File: config.mk
export PLATFORM = sky130hd
export DESIGN_NAME = inst_axi_bridge
export DESIGN_NICKNAME = d
export VERILOG_FILES = /design/src/rtl/inst_axi_bridge.sv
export SDC_FILE = /design/constraint.sdc
export NUM_CORES = 1
export LEC_CHECK = 0
export BUFFER_PORTS_ARGS = -buffer_cell sky130_fd_sc_hd__buf_2
export CAP_MARGIN = 30
export CORE_ASPECT_RATIO = 0.75
export CORE_MARGIN = 4
export CORE_UTILIZATION = 42
export DETAILED_ROUTE_END_ITERATION = 10
export PLACE_DENSITY = 0.85
export SLEW_MARGIN = 20
export SYNTH_ARGS = -nofsm -noshare
export SYNTH_HDL_FRONTEND = slang
export SYNTH_SLANG_ARGS = --single-unit
File: constraint.sdc
create_clock -name clk -period 3 [get_ports clk]
set_input_delay 0.3 -clock clk [delete_from_list [all_inputs] [get_ports clk]]
set_output_delay 0.3 -clock clk [all_outputs]
set_load 0.005 [all_outputs]
File: src/rtl/inst_axi_bridge.sv
// Instruction fetch to AXI4 read bridge: one single-beat read per fetch request,
// in-order return, bounded outstanding reads, and flush-driven response discard.
module inst_axi_bridge #(
  parameter int         MAX_OUTSTANDING = 4,
  parameter logic [3:0] AXI_ID          = 4'd0
) (
  input  logic        clk,
  input  logic        rst,
  input  logic        flush,
  input  logic        inst_addr_valid,
  output logic        inst_addr_ready,
  input  logic [31:0] inst_addr,
  output logic        inst_line_valid,
  input  logic        inst_line_ready,
  output logic [31:0] inst_line,
  output logic        inst_line_err,
  output logic [3:0]  arid,
  output logic [31:0] araddr,
  output logic [7:0]  arlen,
  output logic [2:0]  arsize,
  output logic [1:0]  arburst,
  output logic        arvalid,
  input  logic        arready,
  input  logic [3:0]  rid,
  input  logic [31:0] rdata,
  input  logic [1:0]  rresp,
  input  logic        rlast,
  input  logic        rvalid,
  output logic        rready
);
  localparam int            CW      = $clog2(MAX_OUTSTANDING + 1);
  localparam logic [CW-1:0] MAX_CNT = CW'(MAX_OUTSTANDING);
  localparam logic [CW-1:0] CNT_ONE = CW'(1);

  logic          r_ar_pend;
  logic [31:0]   r_araddr;
  logic [CW-1:0] r_outstanding;
  logic [CW-1:0] r_drop_cnt;

  logic          w_addr_hs;
  logic          w_ar_hs;
  logic          w_r_hs;
  logic          w_dropping;
  logic [CW-1:0] w_out_nxt;
  logic          w_unused;

  assign w_unused = ^{rid, rlast, rresp[0], inst_addr[1:0]};

  assign arid    = AXI_ID;
  assign araddr  = r_araddr;
  assign arlen   = 8'd0;
  assign arsize  = 3'b010;
  assign arburst = 2'b01;
  assign arvalid = r_ar_pend;

  // The AR slot may refill in the same cycle it drains, giving one issue per cycle.
  assign inst_addr_ready = ~flush & (r_outstanding < MAX_CNT) & (~r_ar_pend | arready);

  assign w_addr_hs = inst_addr_valid & inst_addr_ready;
  assign w_ar_hs   = r_ar_pend & arready;
  assign w_r_hs    = rvalid & rready;

  assign w_dropping      = (r_drop_cnt != '0) | flush;
  assign inst_line       = rdata;
  assign inst_line_err   = rresp[1];
  assign inst_line_valid = rvalid & ~w_dropping;
  assign rready          = w_dropping | inst_line_ready;

  // A stray beat with nothing outstanding leaves the count pinned at zero.
  always_comb begin
    w_out_nxt = r_outstanding;
    if (w_addr_hs && !w_r_hs)
      w_out_nxt = r_outstanding + CNT_ONE;
    else if (!w_addr_hs && w_r_hs && (r_outstanding != '0))
      w_out_nxt = r_outstanding - CNT_ONE;
  end

  always_ff @(posedge clk or negedge rst) begin
    if (!rst) begin
      r_ar_pend <= 1'b0;
      r_araddr  <= 32'd0;
    end else if (w_addr_hs) begin
      r_ar_pend <= 1'b1;
      r_araddr  <= {inst_addr[31:2], 2'b00};
    end else if (w_ar_hs) begin
      r_ar_pend <= 1'b0;
    end
  end

  // Flush reloads from the post-update count so a still-queued AR is dropped too.
  always_ff @(posedge clk or negedge rst) begin
    if (!rst) begin
      r_outstanding <= '0;
      r_drop_cnt    <= '0;
    end else begin
      r_outstanding <= w_out_nxt;
      if (flush)
        r_drop_cnt <= w_out_nxt;
      else if (w_r_hs && (r_drop_cnt != '0))
        r_drop_cnt <= r_drop_cnt - CNT_ONE;
    end
  end
endmodule

* After elaboration in Yosys (flattened, before gate mapping)
Index checks and enable logic that the tools add are counted.
Cells by class: order comparisons 1, bitwise operators 12, reduce and logical (&&, ||, !) cells 10, mux-type cells 6, $add $sub $neg 3
Operator list (count):
- $mux 3 | 4
- $and 1x1->1 | 6
- $reduce_bool 3->1 | 2
- $sub 3x1->3 const B | 2
- $logic_and 1x1->1 | 4
- $reduce_bool 2->1 | 2
- $add 3x1->3 const B | 1
- $lt 3x3->1 const B | 1
- $not 1->1 | 3
- $or 1x1->1 | 3
- $logic_not 1->1 | 2
- $mux 1 | 2
Word-level totals: output and inout bits 86, logic and storage cells 36, register bits after elaboration 37

* Depth between registers and ports, before layout
Gate-level depths: netlist of the first run.
depth after elaboration 10, depth in mapped cells 6, depth with buffers taken out 6

* Worst setup path before layout of the first run
OpenSTA, ideal clock, no wires.
kind register -> register, start point register r_outstanding[1], end point register r_outstanding[2], path slack 1.305 ns, clock period less this slack 1.695 ns, buffers on the path 0, arrival 1.562 ns, stages on the path, launching flop included 7, setup time 0.133 ns, cells stage by stage dfrtp_1 inv_1 ha_1 ha_1 or3_2 a22oi_1 o31ai_1
On the way: cells in the longest elaborated chain, start to end 9
RTL lines:
- start, declared | line 37 | logic [CW-1:0] r_outstanding;
- start signal, assigned | line 96 | r_outstanding <= w_out_nxt;
- $lt 3x3->1 | line 57 | assign inst_addr_ready = ~flush & (r_outstanding < MAX_CNT) & (~r_ar_pend | arready);
- $and 1x1->1 (2 in a row) | line 57
- $and 1x1->1 | line 59 | assign w_addr_hs = inst_addr_valid & inst_addr_ready;
- $logic_not 1->1 | line 74 | else if (!w_addr_hs && w_r_hs && (r_outstanding != '0))
- $logic_and 1x1->1 (2 in a row) | line 74
- $mux 3 | line 74
- $mux 3 (*) | line 72 | if (w_addr_hs && !w_r_hs)
- via w_out_nxt[2] | line 44 | logic [CW-1:0] w_out_nxt;
The timed path passes the listed nets; every way through them passes the cells marked *. A chain may end at the register's enable or synchronous reset.

* Worst setup path after layout of the first run
start point register r_outstanding[2], end point register r_drop_cnt[0]
On the way: cells in the longest elaborated chain, start to end 10
RTL lines:
- $lt 3x3->1 | line 57
- $and 1x1->1 (2 in a row) | line 57
- $and 1x1->1 | line 59
- $logic_not 1->1 | line 74
- $logic_and 1x1->1 (2 in a row) | line 74
- $mux 3 | line 74
- $mux 3 (*) | line 72
- $mux 3 (*) | line 97 | if (flush)
- end signal, assigned | line 98 | r_drop_cnt <= w_out_nxt;
- end signal, assigned | line 100 | r_drop_cnt <= r_drop_cnt - CNT_ONE;
- end, declared | line 38 | logic [CW-1:0] r_drop_cnt;
Mark *: on every way between the ends. The rest lies on a longest branch, timed or not.

==> flow_metrics.py, run 1 <==
metrics = {
    "job": {
        "maxCapViolCount": 0,
    },
    "layout": {
        "seqCellArea_um2": 926,
        "utilization_pct": 49.6,
        "num-nets-final": 357,
        "fin_cells": 332,
        "multiInputGateArea_um2": 743,
        "num_antenna_cells": 0,
        "drive_gt1_share_pct": 32.0,
        "nFillCells": 447,
        "syn_to_final_growth_pct": 10.8,
    },
    "sta": {
        "fin_crit_ns": 1.89,
        "setup_slack_ns": 1.11,
        "timing.slew.headroom_pct": 58.1,
        "tightest_slew_ns": 0.628,
        "skew_ns": 0.00336,
        "fin_crit_sh_pct": 62.9,
        "finalHoldViolCount": 0,
        "rsz0062_at_grt": "false",
        "fin_tns_setup_ns": 0,
        "setup_viol": 0,
        "maxClockFrequency_mhz": 530,
        "drv_slew": 0,
    },
    "worst_setup_path": {
        "worst-path-max-fanout": 15,
        "critPathTopFamily": "simple AND/OR/NAND/NOR gates",
        "r2r_end": "r_drop_cnt[0]",
        "max_stage_delay_ns": 0.51,
        "required_ns": 3.15,
        "critPathBufInv": 0,
        "endpoint": "r_drop_cnt[0]",
        "crit_start": "r_outstanding[2]",
        "critPathCaptureType": "flop",
        "r2r_slack_ns": 1.11,
        "cp.depth": 4,
        "rr_startpoint": "r_outstanding[2]",
        "startpoint_type": "flop",
        "rr_worst_depth": 4,
        "crit_path_cell_trace": "nor2_1, nand3_1, a2111oi_0, a221oi_1",
        "cp_data_arrival_time_ns": 2.03,
        "cp_slowest_cell": "a2111oi_0",
        "path_class": "reg2reg",
    },
    "synthesis": {
        "synth-main-ff-cell": "dfrtp_1",
        "synthAdderAreaFrac_pct": 3.04,
        "synth_common_cells": "nand2_1 (91), buf_4 (53), dfrtp_1 (37), inv_1 (8), ha_1 (5)",
        "syn_area_mm2": 0.00206,
        "synth-compound-area-share_pct": 6.93,
        "yosys_warnings": 0,
        "synth_xor_area_share_pct": 1.28,
        "yosys_register_bits": 37,
        "ys_types": 34,
        "synth.most_common_cell": "nand2_1",
        "synth_top_family_by_area": "buffers and inverters",
        "synth_mux_area_share_pct": 0,
        "synth_top_area_share_pct": 45.0,
        "synthesis.instances": 235,
        "synth-seq-area-share_pct": 45.0,
        "synth_area_leaders": "dfrtp_1 (45%), buf_4 (19%), nand2_1 (17%)",
        "synth.avg_cell_area_um2": 8.76,
        "synthSimpleGateAreaFrac_pct": 21.4,
        "yosys.area.top_type": "dfrtp_1",
        "synthArstFlopShare_pct": 100,
        "synth_edf_count": 0,
    },
    "clocking": {
        "htree_levels": 2,
        "clk_path_buf_depth": 2,
        "cts-root-buf": "clkbuf_8",
        "ctsHoldBuffers": 0,
        "cts_setup_buffers": 0,
        "cts_resized": 0,
        "cts_inserted_buffers": 5,
        "cts.clk_slew.worst_paths_ns": 0.07,
        "cts_num_sinks": 37,
        "clock_latency_ns": 0.28,
        "cts_tree": "built",
    },
    "global_routing": {
        "grt_pass1_wl_um": 6500,
        "grt_use_met2_pct": 22.8,
        "gr-total-overflow": 0,
        "grt_pass1_vias": 1478,
        "grt.busiest_layer": "met2",
        "grt_use_total_pct": 13.8,
        "use_met3_pct": 5.23,
        "globalRouteMet1Util_pct": 17.1,
        "antenna_found_initial": 0,
        "grt_max_degree": 38,
    },
    "floorplanning": {
        "initial_core_util_pct": 44.8,
        "ios": 164,
        "coreArea_mm2": 0.00460,
        "rows": 21,
        "dieArea_mm2": 0.00610,
        "fp.dieW_um": 88.9,
        "die_y_um": 68.6,
    },
    "placed_design": {
        "place_congestion": 0.845,
        "place_ws_ns": 1.02,
        "numPortBuffers": 70,
        "dpl.hpwl_um": 2970,
        "dpl.cell_count": 322,
    },
    "outcome": {
        "status": "completed",
    },
    "detailed_routing": {
        "drt-initial-drc-count": 52,
        "routed_via_density": 4.50,
        "ant_nets": 0,
        "drt_pass1_iterations": 3,
        "drc": 0,
        "via_count": 1494,
        "wl_um": 3990,
        "wl_per_cell_um": 12.0,
    },
    "power_and_ir_drop": {
        "p_per_area_mw_per_mm2": 901,
        "peakVddDrop_v": 0.000418,
        "total_power_mw": 2.06,
        "leakage_nw": 1.30,
    },
    "min_path": {
        "hp-class": "in2reg",
    },
}
## worst register-to-register path: stages, from the launching register on
cell,delay (ns)
dfrtp_1,0.41
nor2_1,0.26
nand3_1,0.48
a2111oi_0,0.51
a221oi_1,0.09
## cell usage in the layout, fill, tap and decap left out, types with 2 or more instances in the layout
cell      synthesis  routed
a22oi_1           2       2
conb_1            2      19
buf_2             3      70
clkbuf_8          0       6
ha_1              5       5
nand2_1          91      91
xnor2_1           2       2
nand3_1           2       2
dfrtp_1          37      37
a221oi_1          2       2
nor3_1            2       2
buf_4            53       2
inv_1             8       8
nor2_1            3       3
## power by group
| group | total [mW] | switching, mW | internal (mW) |
|---|---|---|---|
| registers | 0.872 | 0.135 | 0.737 |
| clock network | 0.441 | 0.170 | 0.271 |
| logic | 0.743 | 0.389 | 0.355 |
| total | 2.06 | 0.694 | 1.36 |
## worst min-delay path by stage
stage / from / endpoint / slack [ns] / cells past startpoint
after detailed placement: rst / r_drop_cnt[2] / 0.45 / 1
after global placement: rst / r_drop_cnt[2] / 0.44 / 1
after CTS: rst / araddr[18] / 0.14 / 1
after floorplan: rst / araddr[10] / 0.004 / 0
final: inst_addr[14] / araddr[14] / 0.20 / 3
after global routing: inst_addr[14] / araddr[14] / 0.18 / 3
## metal layers
layer	wire, µm	up-vias
met2	1870	57
met3	340	7
met5	0	-
met4	30	0
met1	1750	685
li1	-	745
## metrics by stage
step	hold slack, ns	instance area [µm²]
after floorplan	0.00441	2120
after global placement	0.445	2140
after detailed placement	0.449	2140
after CTS	0.137	2250
after global routing	0.184	2280
final	0.204	2280
## cell families (layout without fill, tap and decap cells)
family	after synthesis	count (layout)
and+or+nand+nor	105	105
buffers and inverters	67	90
DFF	37	37
AOI/OAI and AO/OA	16	16
adders and majority gates	5	5
xor gates and xnor gates	3	3
other	2	19
## area by class of cell
cell class	count	area share [%]
sequential	37	40.6
multi-input combinational	148	32.6
inverter	8	1.32
clock buffer	7	3.78
timing repair buffer	74	17.3
tap	57	3.12
clock inverter	1	1.32
## state kept, by name, indices dropped and copies added, names as in the netlist
| signal | count |
|---|---|
| arvalid | 1 |
| araddr | 30 |
| r_drop_cnt | 3 |
| r_outstanding | 3 |
Power figures use the tool's default switching activity.
==> run 2: changes to the inputs <==
--- a/config.mk
+++ b/config.mk
@@ -9,9 +9,9 @@
 export CAP_MARGIN = 30
 export CORE_ASPECT_RATIO = 0.75
 export CORE_MARGIN = 4
-export CORE_UTILIZATION = 42
+export CORE_UTILIZATION = 36
 export DETAILED_ROUTE_END_ITERATION = 10
-export PLACE_DENSITY = 0.85
+export PLACE_DENSITY = 0.78
 export SLEW_MARGIN = 20
 export SYNTH_ARGS = -nofsm -noshare
 export SYNTH_HDL_FRONTEND = slang
==> constraint.sdc (replaced) <==
create_clock -name clk -period 1.5 [get_ports clk]
set_input_delay 0.15 -clock clk [delete_from_list [all_inputs] [get_ports clk]]
set_output_delay 0.15 -clock clk [all_outputs]
set_load 0.005 [all_outputs]
==> flow_metrics.py, run 2 (synthesized netlist as in run 1, its figures left out) <==
metrics = {
    "power_and_ir_drop": {
        "p_switching_mw": 1.59,
        "netSwitchingFraction_pct": 33.8,
        "pwr-share-clk_pct": 18.8,
        "peakVddDrop_v": 0.000644,
        "cellInternalPower_mw": 3.11,
        "leakage_nw": 1.43,
        "seqPwrFrac_pct": 36.7,
        "p_per_area_mw_per_mm2": 1800,
        "power_frac_comb_pct": 44.5,
    },
    "placed_design": {
        "postPlaceCellArea_mm2": 0.00231,
        "dpl.hpwl_um": 3400,
        "numPortBuffers": 70,
        "place_congestion": 0.889,
    },
    "outcome": {
        "violations": "setup timing",
        "status": "finished with violations",
    },
    "detailed_routing": {
        "drt-initial-drc-count": 43,
        "drt_pass1_iterations": 4,
        "via_count": 1605,
        "ant_nets": 0,
        "drc": 0,
        "wl_per_cell_um": 12.2,
        "routed_via_density": 4.30,
        "wl_um": 4570,
    },
    "worst_setup_path": {
        "rr_startpoint": "r_drop_cnt[1]",
        "r2r_end": "r_drop_cnt[1]",
        "cp_slowest_cell": "dfrtp_1",
        "crit_path_cell_trace": "inv_2, ha_4, nor4b_4, buf_6, o2111a_2, o22ai_2, a311oi_1",
        "r2r_slack_ns": -0.17,
        "worst-path-max-fanout": 5,
        "max_stage_delay_ns": 0.39,
        "rr_worst_depth": 7,
        "path_class": "reg2reg",
        "required_ns": 1.69,
        "startpoint_type": "flop",
        "critPathCaptureType": "flop",
        "cp_data_arrival_time_ns": 1.86,
    },
    "layout": {
        "syn_to_final_growth_pct": 26.8,
        "layout_commonest_cell": "nand2_1",
        "largest_reg_flops": 30,
        "num-nets-final": 380,
        "drive_gt1_share_pct": 42.3,
        "most-common-layout-cells": "nand2_1 (91), buf_2 (69), dfrtp_1 (37)",
        "fin_area_mm2": 0.00261,
        "num_antenna_cells": 0,
    },
    "sta": {
        "fin_crit_sh_pct": 111,
        "setup_viol": 8,
        "skew_ns": 0.00484,
        "drv_slew": 0,
        "fin_tns_setup_ns": -1.11,
        "maxClockFrequency_mhz": 599,
        "finalHoldViolCount": 0,
        "setup_slack_ns": -0.169,
        "hold_slack_ns": 0.0550,
        "rsz0062_at_grt": "true",
        "fin_crit_ns": 1.67,
    },
    "min_path": {
        "whs_endpoint": "araddr[25]",
        "hp-class": "in2reg",
        "hold_start": "inst_addr[25]",
        "whs_path_depth": 3,
    },
    "global_routing": {
        "grt_max_degree": 20,
        "grt_pass1_wl_um": 7290,
        "grt.busiest_layer": "met2",
        "gr-total-overflow": 0,
        "grt_use_total_pct": 13.4,
        "grt_use_met2_pct": 20.6,
        "use_met3_pct": 5.12,
        "grt_pass1_vias": 1546,
        "antenna_found_initial": 0,
        "globalRouteMet1Util_pct": 17.6,
    },
    "clocking": {
        "cts.clk_slew.worst_paths_ns": 0.07,
        "clk_path_buf_depth": 2,
        "cts_num_sinks": 37,
        "cts-root-buf": "clkbuf_8",
        "cts_tree": "built",
        "htree_levels": 2,
        "cts_inserted_buffers": 5,
        "clock_latency_ns": 0.28,
    },
    "floorplanning": {
        "dieArea_mm2": 0.00701,
        "fp.dieW_um": 95.3,
        "ios": 164,
        "initial_core_util_pct": 37.9,
        "die_y_um": 73.5,
        "rows": 23,
        "coreArea_mm2": 0.00544,
    },
    "job": {
        "maxCapViolCount": 0,
    },
}
-- run 2: layer usage --
metal  wire (µm)  vias up  part of all wire [%]
met3         386        4                   8.5
met2        2180       67                    48
met1        1980      741                    43
met4          10        0                  0.22
li1            -      793                     -
met5           0        -                     0
-- run 2: critical path: cells and delay by family, from the launching register on --
kind / cells / cell delay, ns
AO/OA/AOI/OAI: 3 / 0.60
adder cells (fa/ha/maj): 1 / 0.14
buffers and inverters: 2 / 0.25
flip-flops: 1 / 0.39
AND/OR/NAND/NOR: 1 / 0.19
-- run 2: layout make-up --
type | count | area, µm²
fill | 542 | 2830
sequential | 37 | 926
multi-input combinational | 148 | 845
timing repair buffer | 97 | 601
tap | 75 | 93.8
clock buffer | 7 | 86.3
clock inverter | 1 | 30.0
inverter | 8 | 30.0
-- run 2: power by group through the flow --
stage	Clock, mW	Combinational [mW]	Sequential [mW]
floorplan	0	0.954	1.79
detailed placement	0	1.81	1.72
global route	0.979	2.32	1.78
global placement	0	1.74	1.72
finish	0.884	2.09	1.72
CTS	0.926	2.01	1.72
-- run 2: how the worst max path moves through the flow --
stage | start | end | slack (ns) | cells past startpoint
5_1_grt | r_drop_cnt[1] | r_drop_cnt[1] | -0.24 | 7
3_3_place_gp | r_drop_cnt[0] | r_drop_cnt[1] | -0.15 | 6
3_5_place_dp | r_drop_cnt[1] | r_drop_cnt[1] | -0.31 | 6
4_1_cts | r_drop_cnt[0] | r_drop_cnt[1] | -0.21 | 7
2_1_floorplan | r_drop_cnt[0] | r_drop_cnt[1] | -0.10 | 6
6_report | r_drop_cnt[1] | r_drop_cnt[1] | -0.17 | 7
-- run 2: repair_timing --
action | 4_1_cts | 5_1_grt
pin swaps | 7 | 6
setup buffers | 8 | 1
hold endpoints to repair | 18 | 0
gates resized for setup | 13 | 11
setup endpoints to repair | 8 | 22
hold buffers | 1 | 0
-- run 2: per-stage QoR --
step,instances,total power [mW],setup slack (ns),util [%]
5_1_grt,373,5.08,-0.244,48.0
2_1_floorplan,252,2.75,-0.102,-
3_5_place_dp,355,3.54,-0.307,42.4
6_report,373,4.69,-0.169,48.0
3_3_place_gp,355,3.46,-0.149,42.4
4_1_cts,372,4.66,-0.213,47.0
